## src/rtl/alu_pkg.sv

```systemverilog
// Shared constants for the 16-bit sequential ALU: datapath width, opcodes and FSM state encoding.
// Also holds helpers that classify opcodes as shift or multiply/divide operations.
package alu_pkg;

  localparam int unsigned W = 16;

  localparam logic [3:0] OP_ADD = 4'd0;
  localparam logic [3:0] OP_SUB = 4'd1;
  localparam logic [3:0] OP_MUL = 4'd2;
  localparam logic [3:0] OP_DIV = 4'd3;
  localparam logic [3:0] OP_MOD = 4'd4;
  localparam logic [3:0] OP_LSR = 4'd5;
  localparam logic [3:0] OP_LSL = 4'd6;
  localparam logic [3:0] OP_RSR = 4'd7;
  localparam logic [3:0] OP_RSL = 4'd8;
  localparam logic [3:0] OP_AND = 4'd9;
  localparam logic [3:0] OP_OR  = 4'd10;
  localparam logic [3:0] OP_XOR = 4'd11;
  localparam logic [3:0] OP_NOT = 4'd12;
  localparam logic [3:0] OP_CMP = 4'd13;
  localparam logic [3:0] OP_TST = 4'd14;

  typedef logic [2:0] state_t;

  localparam state_t S_IDLE   = 3'd0;
  localparam state_t S_LOAD_B = 3'd1;
  localparam state_t S_EXEC   = 3'd2;
  localparam state_t S_ITER   = 3'd3;
  localparam state_t S_DONE   = 3'd4;

  function automatic logic isShift(input logic [3:0] op);
    return (op == OP_LSR) || (op == OP_LSL) || (op == OP_RSR) || (op == OP_RSL);
  endfunction

  function automatic logic isMulDiv(input logic [3:0] op);
    return (op == OP_MUL) || (op == OP_DIV) || (op == OP_MOD);
  endfunction

endpackage

```

## src/rtl/alu_muldiv_seq.sv

```systemverilog
// Iterative 16-cycle unsigned multiplier (shift-add) and divider (restoring).
// A start pulse loads the operands; done pulses for one cycle after the 16th iteration.
module alu_muldiv_seq
  import alu_pkg::*;
(
  input  logic         clk,
  input  logic         rst_b,
  input  logic         i_start,
  input  logic         i_div,
  input  logic [W-1:0] i_a,
  input  logic [W-1:0] i_b,
  output logic         o_done,
  output logic [W-1:0] o_prodLo,
  output logic [W-1:0] o_prodHi,
  output logic [W-1:0] o_quotient,
  output logic [W-1:0] o_remainder
);

  logic         r_busy;
  logic         r_div;
  logic         r_done;
  logic [4:0]   r_cnt;
  logic [W-1:0] r_acc;
  logic [W-1:0] r_q;
  logic [W-1:0] r_b;
  logic [W:0]   w_mulSum;
  logic [W:0]   w_shifted;
  logic [W:0]   w_diff;

  // r_acc/r_q hold {high, low} of the product or {remainder, quotient}.
  always_comb begin
    w_mulSum  = {1'b0, r_acc} + (r_q[0] ? {1'b0, r_b} : '0);
    w_shifted = {r_acc, r_q[W-1]};
    w_diff    = w_shifted - {1'b0, r_b};
  end

  always_ff @(posedge clk or posedge rst_b) begin
    if (rst_b) begin
      r_busy <= 1'b0;
      r_div  <= 1'b0;
      r_done <= 1'b0;
      r_cnt  <= '0;
      r_acc  <= '0;
      r_q    <= '0;
      r_b    <= '0;
    end else begin
      r_done <= 1'b0;
      if (i_start) begin
        r_busy <= 1'b1;
        r_div  <= i_div;
        r_cnt  <= 5'd16;
        r_acc  <= '0;
        r_q    <= i_a;
        r_b    <= i_b;
      end else if (r_busy) begin
        if (r_div) begin
          // A zero divisor always "fits", yielding all-ones quotient and remainder A.
          if (!w_diff[W]) begin
            r_acc <= w_diff[W-1:0];
            r_q   <= {r_q[W-2:0], 1'b1};
          end else begin
            r_acc <= w_shifted[W-1:0];
            r_q   <= {r_q[W-2:0], 1'b0};
          end
        end else begin
          {r_acc, r_q} <= {w_mulSum, r_q[W-1:1]};
        end
        r_cnt <= r_cnt - 5'd1;
        if (r_cnt == 5'd1) begin
          r_busy <= 1'b0;
          r_done <= 1'b1;
        end
      end
    end
  end

  assign o_done      = r_done;
  assign o_prodLo    = r_q;
  assign o_prodHi    = r_acc;
  assign o_quotient  = r_q;
  assign o_remainder = r_acc;

endmodule

```

## src/rtl/alu.sv

```systemverilog
// Sequential 16-bit ALU: opcode and A on the start cycle, B on the next; registered result, NZCV and finish pulse.
// Define ALU_MULDIV_EN to build the iterative multiply/divide unit; otherwise opcodes 2-4 act as reserved ops.
module alu
  import alu_pkg::*;
(
  input  logic         clk,
  input  logic         rst_b,
  input  logic         start,
  input  logic [3:0]   s,
  input  logic [W-1:0] inbus,
  output logic [W-1:0] outbus,
  output logic         finish,
  output logic         negative,
  output logic         zero,
  output logic         carry,
  output logic         overflow
);

  state_t       r_state;
  logic [3:0]   r_op;
  logic [W-1:0] r_a;
  logic [W-1:0] r_b;
  logic [W-1:0] r_shv;
  logic [3:0]   r_cnt;
  logic         r_lastOut;
  logic [W-1:0] r_out;
  logic         r_n, r_z, r_c, r_v;

  logic [W:0]   w_sum;
  logic [W:0]   w_dif;
  logic [W-1:0] w_res;
  logic [W-1:0] w_out;
  logic         w_c, w_v, w_n, w_z;
  logic         w_hideOut, w_noNz;
  logic [W-1:0] w_shNext;
  logic         w_shOut;
  logic         w_isMd, w_mdDone, w_toIter, w_enterDone;

`ifdef ALU_MULDIV_EN
  logic [W-1:0] w_mdLo, w_mdHi, w_mdQuo, w_mdRem;

  assign w_isMd = isMulDiv(r_op);

  alu_muldiv_seq u_muldiv (
    .clk         (clk),
    .rst_b       (rst_b),
    .i_start     ((r_state == S_EXEC) && w_isMd),
    .i_div       (r_op != OP_MUL),
    .i_a         (r_a),
    .i_b         (r_b),
    .o_done      (w_mdDone),
    .o_prodLo    (w_mdLo),
    .o_prodHi    (w_mdHi),
    .o_quotient  (w_mdQuo),
    .o_remainder (w_mdRem)
  );
`else
  assign w_isMd   = 1'b0;
  assign w_mdDone = 1'b0;
`endif

  // Result and flags for whatever op is completing; only latched on the edge that enters DONE.
  always_comb begin
    w_sum     = {1'b0, r_a} + {1'b0, r_b};
    w_dif     = {1'b0, r_a} - {1'b0, r_b};
    w_res     = '0;
    w_c       = 1'b0;
    w_v       = 1'b0;
    w_hideOut = 1'b0;
    w_noNz    = 1'b0;
    case (r_op)
      OP_ADD: begin
        w_res = w_sum[W-1:0];
        w_c   = w_sum[W];
        w_v   = (r_a[W-1] == r_b[W-1]) && (w_sum[W-1] != r_a[W-1]);
      end
      OP_SUB, OP_CMP: begin
        w_res     = w_dif[W-1:0];
        w_c       = ~w_dif[W];
        w_v       = (r_a[W-1] != r_b[W-1]) && (w_dif[W-1] != r_a[W-1]);
        w_hideOut = (r_op == OP_CMP);
      end
`ifdef ALU_MULDIV_EN
      OP_MUL: begin
        w_res = w_mdLo;
        w_c   = |w_mdHi;
        w_v   = |w_mdHi;
      end
      OP_DIV: begin
        w_res = w_mdQuo;
        w_v   = (r_b == '0);
      end
      OP_MOD: begin
        w_res = w_mdRem;
        w_v   = (r_b == '0);
      end
`else
      OP_MUL, OP_DIV, OP_MOD: begin
        w_noNz = 1'b1;
        w_v    = 1'b1;
      end
`endif
      OP_LSR, OP_LSL, OP_RSR, OP_RSL: begin
        w_res = r_shv;
        w_c   = r_lastOut;
      end
      OP_AND: w_res = r_a & r_b;
      OP_OR:  w_res = r_a | r_b;
      OP_XOR: w_res = r_a ^ r_b;
      OP_NOT: w_res = ~r_b;
      OP_TST: begin
        w_res     = r_a & r_b;
        w_hideOut = 1'b1;
      end
      default: w_noNz = 1'b1;
    endcase
    w_out = w_hideOut ? '0 : w_res;
    w_n   = !w_noNz && w_res[W-1];
    w_z   = !w_noNz && (w_res == '0);
  end

  always_comb begin
    w_shNext = r_shv;
    w_shOut  = 1'b0;
    case (r_op)
      OP_LSR: begin w_shNext = {1'b0, r_shv[W-1:1]};      w_shOut = r_shv[0];   end
      OP_LSL: begin w_shNext = {r_shv[W-2:0], 1'b0};      w_shOut = r_shv[W-1]; end
      OP_RSR: begin w_shNext = {r_shv[0], r_shv[W-1:1]};  w_shOut = r_shv[0];   end
      OP_RSL: begin w_shNext = {r_shv[W-2:0], r_shv[W-1]}; w_shOut = r_shv[W-1]; end
      default: ;
    endcase
  end

  assign w_toIter    = (r_state == S_EXEC) && (isShift(r_op) || w_isMd);
  assign w_enterDone = ((r_state == S_EXEC) && !w_toIter) ||
                       ((r_state == S_ITER) && (isShift(r_op) ? (r_cnt == 4'd0) : w_mdDone));

  always_ff @(posedge clk or posedge rst_b) begin
    if (rst_b) begin
      r_state   <= S_IDLE;
      r_op      <= '0;
      r_a       <= '0;
      r_b       <= '0;
      r_shv     <= '0;
      r_cnt     <= '0;
      r_lastOut <= 1'b0;
    end else begin
      case (r_state)
        S_IDLE: if (start) begin
          r_op    <= s;
          r_a     <= inbus;
          r_state <= S_LOAD_B;
        end
        S_LOAD_B: begin
          r_b     <= inbus;
          r_state <= S_EXEC;
        end
        S_EXEC: begin
          r_shv     <= r_b;
          r_cnt     <= r_a[3:0];
          r_lastOut <= 1'b0;
          r_state   <= w_toIter ? S_ITER : S_DONE;
        end
        S_ITER: begin
          if (w_enterDone) begin
            r_state <= S_DONE;
          end else if (isShift(r_op)) begin
            r_shv     <= w_shNext;
            r_lastOut <= w_shOut;
            r_cnt     <= r_cnt - 4'd1;
          end
        end
        default: r_state <= S_IDLE;
      endcase
    end
  end

  always_ff @(posedge clk or posedge rst_b) begin
    if (rst_b) begin
      r_out <= '0;
      r_n   <= 1'b0;
      r_z   <= 1'b0;
      r_c   <= 1'b0;
      r_v   <= 1'b0;
    end else if (w_enterDone) begin
      r_out <= w_out;
      r_n   <= w_n;
      r_z   <= w_z;
      r_c   <= w_c;
      r_v   <= w_v;
    end
  end

  assign outbus   = r_out;
  assign finish   = (r_state == S_DONE);
  assign negative = r_n;
  assign zero     = r_z;
  assign carry    = r_c;
  assign overflow = r_v;

endmodule

```

## config.mk

```make
export PLATFORM = sky130hd
export DESIGN_NAME = alu
export DESIGN_NICKNAME = d
export VERILOG_FILES = /design/src/rtl/alu_pkg.sv /design/src/rtl/alu_muldiv_seq.sv /design/src/rtl/alu.sv
export SDC_FILE = /design/constraint.sdc
export NUM_CORES = 1
export LEC_CHECK = 0
export ABC_CLOCK_PERIOD_IN_PS = 2500
export BUFFER_PORTS_ARGS = -buffer_cell sky130_fd_sc_hd__clkbuf_2
export CAP_MARGIN = 15
export CORE_ASPECT_RATIO = 0.8
export CORE_MARGIN = 10
export CORE_UTILIZATION = 40
export CTS_CLUSTER_SIZE = 24
export DETAILED_ROUTE_END_ITERATION = 8
export PLACE_DENSITY = 0.64
export SLEW_MARGIN = 15
export SYNTH_ARGS = -nofsm -noshare
export SYNTH_HDL_FRONTEND = slang
export SYNTH_SLANG_ARGS = --single-unit
export TNS_END_PERCENT = 100
```

## constraint.sdc

```tcl
create_clock -name clk -period 2.5 [get_ports clk]
set_input_delay 0.125 -clock clk [delete_from_list [all_inputs] [get_ports clk]]
set_output_delay 0.125 -clock clk [all_outputs]
set_load 0.01 [all_outputs]
```

==> impl_metrics.py <==
metrics = {
    "place": {
        "hpwl_microns": 17200,
        "place_congestion": 0.977,
        "numPortBuffers": 43,
    },
    "clock_tree": {
        "clockRootBuffer": "clkbuf_16",
        "cts.reportedPaths.clkPinSlew_ps": 70,
        "cts_tree": "built",
        "cts_sinks": 80,
        "clk_path_buf_depth": 2,
        "h-tree-depth": 3,
        "numCtsBuffers": 9,
        "insertion_delay_ps": 360,
    },
    "sta": {
        "period_share_pct": 119,
        "fmax_mhz": 338,
        "fin_crit_ps": 2960,
        "whs_ps": -3.19,
        "final_hold_viol_count": 2,
        "tightest_slew_ps": 721,
        "fin_skew_ps": 8.36,
        "final_max_slew_viol_count": 0,
        "setup_slack_ps": -463,
        "rsz0062_at_grt": "yes",
        "slew_headroom_pct": 51.8,
        "setup_viol": 14,
    },
    "finish": {
        "num-nets-final": 1092,
        "diodes": 0,
        "areaGrowthSynthToFinish_pct": 47.0,
        "multi_input_area_sq_mm": 0.00456,
        "drive_gt1_share_pct": 38.3,
        "final_util_pct": 59.9,
        "fillCellCount": 1364,
        "regArea_sq_mm": 0.00200,
    },
    "global_route": {
        "grt_max_degree": 51,
        "grt_overflow": 0,
        "grt_pass1_wl_microns": 36600,
        "grt.total_usage_pct": 20.9,
        "grt_pass1_vias": 6705,
        "antenna_found_initial": 0,
    },
    "floorplan": {
        "dieArea_sq_mm": 0.0216,
        "fp.dieH_microns": 134,
        "core-area_sq_mm": 0.0158,
        "start_util_pct": 40.8,
        "die_width_microns": 162,
        "std_cell_rows": 41,
        "io-pin-count": 44,
    },
    "route": {
        "wl_met3_microns": 2050,
        "top_layer": "met4",
        "wl_per_cell_microns": 18.9,
        "antenna_left": 0,
        "num_vias": 7070,
        "wl_met2_microns": 10000,
        "drc_errors": 0,
        "met1_length_microns": 10800,
        "firstDrtPassIters": 6,
        "viasPerCell": 5.73,
        "drt-initial-drc-count": 816,
        "wl_microns": 23300,
    },
    "yosys": {
        "synth-edff-count": 0,
        "synth_area_sq_mm": 0.00644,
        "yosysTopAreaCell": "dfrtp_1",
        "ys_async_sr_fraction_pct": 100,
        "synth_cells": 778,
        "synth_fp_nets": 856,
        "yosys-top-cells-area": "dfrtp_1 (31%), ha_1 (10%), o21ai_0 (5.7%)",
        "post-synth-top-count-cell": "nand2_1",
        "yosys-top-cells-count": "nand2_1 (90), dfrtp_1 (80), o21ai_0 (73), inv_1 (57), nor2_1 (55)",
        "synth_area_per_cell_sq_um": 8.28,
        "yosysWarningCount": 0,
        "netlist.area_leader.share_pct": 31.1,
        "ys_ff_latch": 80,
        "ys.flop_type": "dfrtp_1",
        "ys_seq_area_share_pct": 31.1,
        "ys_types": 87,
    },
    "critical_path": {
        "cp_data_required_time_ps": 2790,
        "crit_end": "zero",
        "rrSetupSlack_ps": -460,
        "crit_type": "flip-flop to flip-flop",
        "worstReg2RegEnd": "zero",
        "r2r_start": "r_b[0]",
        "critPathMaxFanout": 3,
        "rr_worst_depth": 13,
        "worst_setup_path_start_kind": "flip-flop",
        "critPathCaptureType": "flip-flop",
        "arrival_ps": 3250,
        "startpoint": "r_b[0]",
    },
    "status": {
        "violations": "hold timing, setup timing",
        "outcome": "finished with violations",
    },
    "flow_run": {
        "drv_cap": 0,
    },
    "worst_hold_path": {
        "min-delay-path-class": "primary input to flip-flop",
    },
}
[state kept, by name, summed over array words and instances (netlist names)]
name,cells
negative,1
outbus,16
r_shv,16
r_lastOut,1
r_state,3
r_op,4
carry,1
zero,1
r_b,16
r_cnt,4
r_a,16
overflow,1
[cells in the final DEF, fill, tap and decap left out, types with 6 or more instances in the layout]
master         count
a31oi_1            7
a22oi_1            6
buf_6              9
nor3_2             7
o21ai_0           63
o22ai_1           15
ha_1              43
nor3_1             8
and3_1             6
nand2b_1           7
nand2_1           89
buf_4            202
inv_2             10
a21oi_1           40
o211ai_1           7
inv_1             46
nand3_1           10
dlygate4sd3_1     14
a21oi_2            9
a22o_1            12
a221o_1            7
ha_4               7
nor2_1            54
o21ai_2           10
clkbuf_16          9
o21ai_1            9
mux2i_1           18
dfrtp_1           79
clkbuf_2          43
[metal layers]
metal,GRT usage [%],vias to the layer above
met5,0,-
met4,5.25,0
met3,4.90,51
met2,31.1,355
met1,29.5,3338
li1,-,3326
[timing repair]
action                     CTS  global route
pin swaps                   37            36
cloned                       1             0
setup endpoints to repair   20            20
resized for setup           78            40
buffers inserted            20             8
hold buffers                14             0
hold endpoints to repair    49             0
[critical path, cell delays in order (launching register included)]
cell	delay, ps
dfrtp_1	420
ha_2	230
inv_2	40
fa_2	370
nor2b_4	170
o2111ai_4	160
a311oi_2	260
buf_4	190
o21bai_4	60
a31o_1	200
or2_1	220
a32oi_2	290
o2111ai_1	160
o21ai_1	130
[layout make-up]
| type | count | area share, % |
|---|---|---|
| Timing Repair Buffer | 274 | 22.2 |
| Multi-Input combinational cell | 592 | 48.1 |
| Clock buffer | 11 | 2.56 |
| Inverter | 57 | 2.27 |
| Tap cell | 215 | 2.84 |
| Clock inverter | 5 | 0.846 |
| Sequential cell | 80 | 21.2 |
[worst min-delay path by stage]
stage | start | endpoint | depth (start not counted)
after floorplan | inbus[0] | r_a[0] | 2
after global placement | rst_b | r_state[0] | 2
after detailed placement | rst_b | r_state[0] | 2
after CTS | inbus[13] | r_b[13] | 3
after global routing | s[0] | r_op[0] | 2
final | inbus[13] | r_b[13] | 3
[logic make-up (layout without fill, tap and decap cells)]
| family | count (synthesis) | count (layout) | share of synthesized area [%] |
|---|---|---|---|
| compound gates | 278 | 278 | 29.2 |
| flops | 80 | 80 | 31.1 |
| fa+ha+maj | 55 | 55 | 10.9 |
| buf+inv | 106 | 347 | 7.05 |
| xor+xnor | 3 | 3 | 0.525 |
| mux | 24 | 24 | 3.85 |
| simple gates | 232 | 232 | 17.4 |
[through the flow]
step | cell area (sq um) | worst slack (ps) | hold WS (ps) | TNS (ps) | cells
2_1_floorplan | 6490 | -115 | 242 | -148 | 778
3_3_place_gp | 8280 | -502 | 189 | -4430 | 1183
3_5_place_dp | 8280 | -637 | 193 | -5550 | 1183
4_1_cts | 9270 | -443 | 0.574 | -2970 | 1231
5_1_grt | 9470 | -637 | 9.03 | -5300 | 1234
6_report | 9470 | -463 | -3.19 | -3410 | 1234
Power is not shown: default switching activity piles up to over one toggle a cycle in this logic, so the estimate is an artifact.
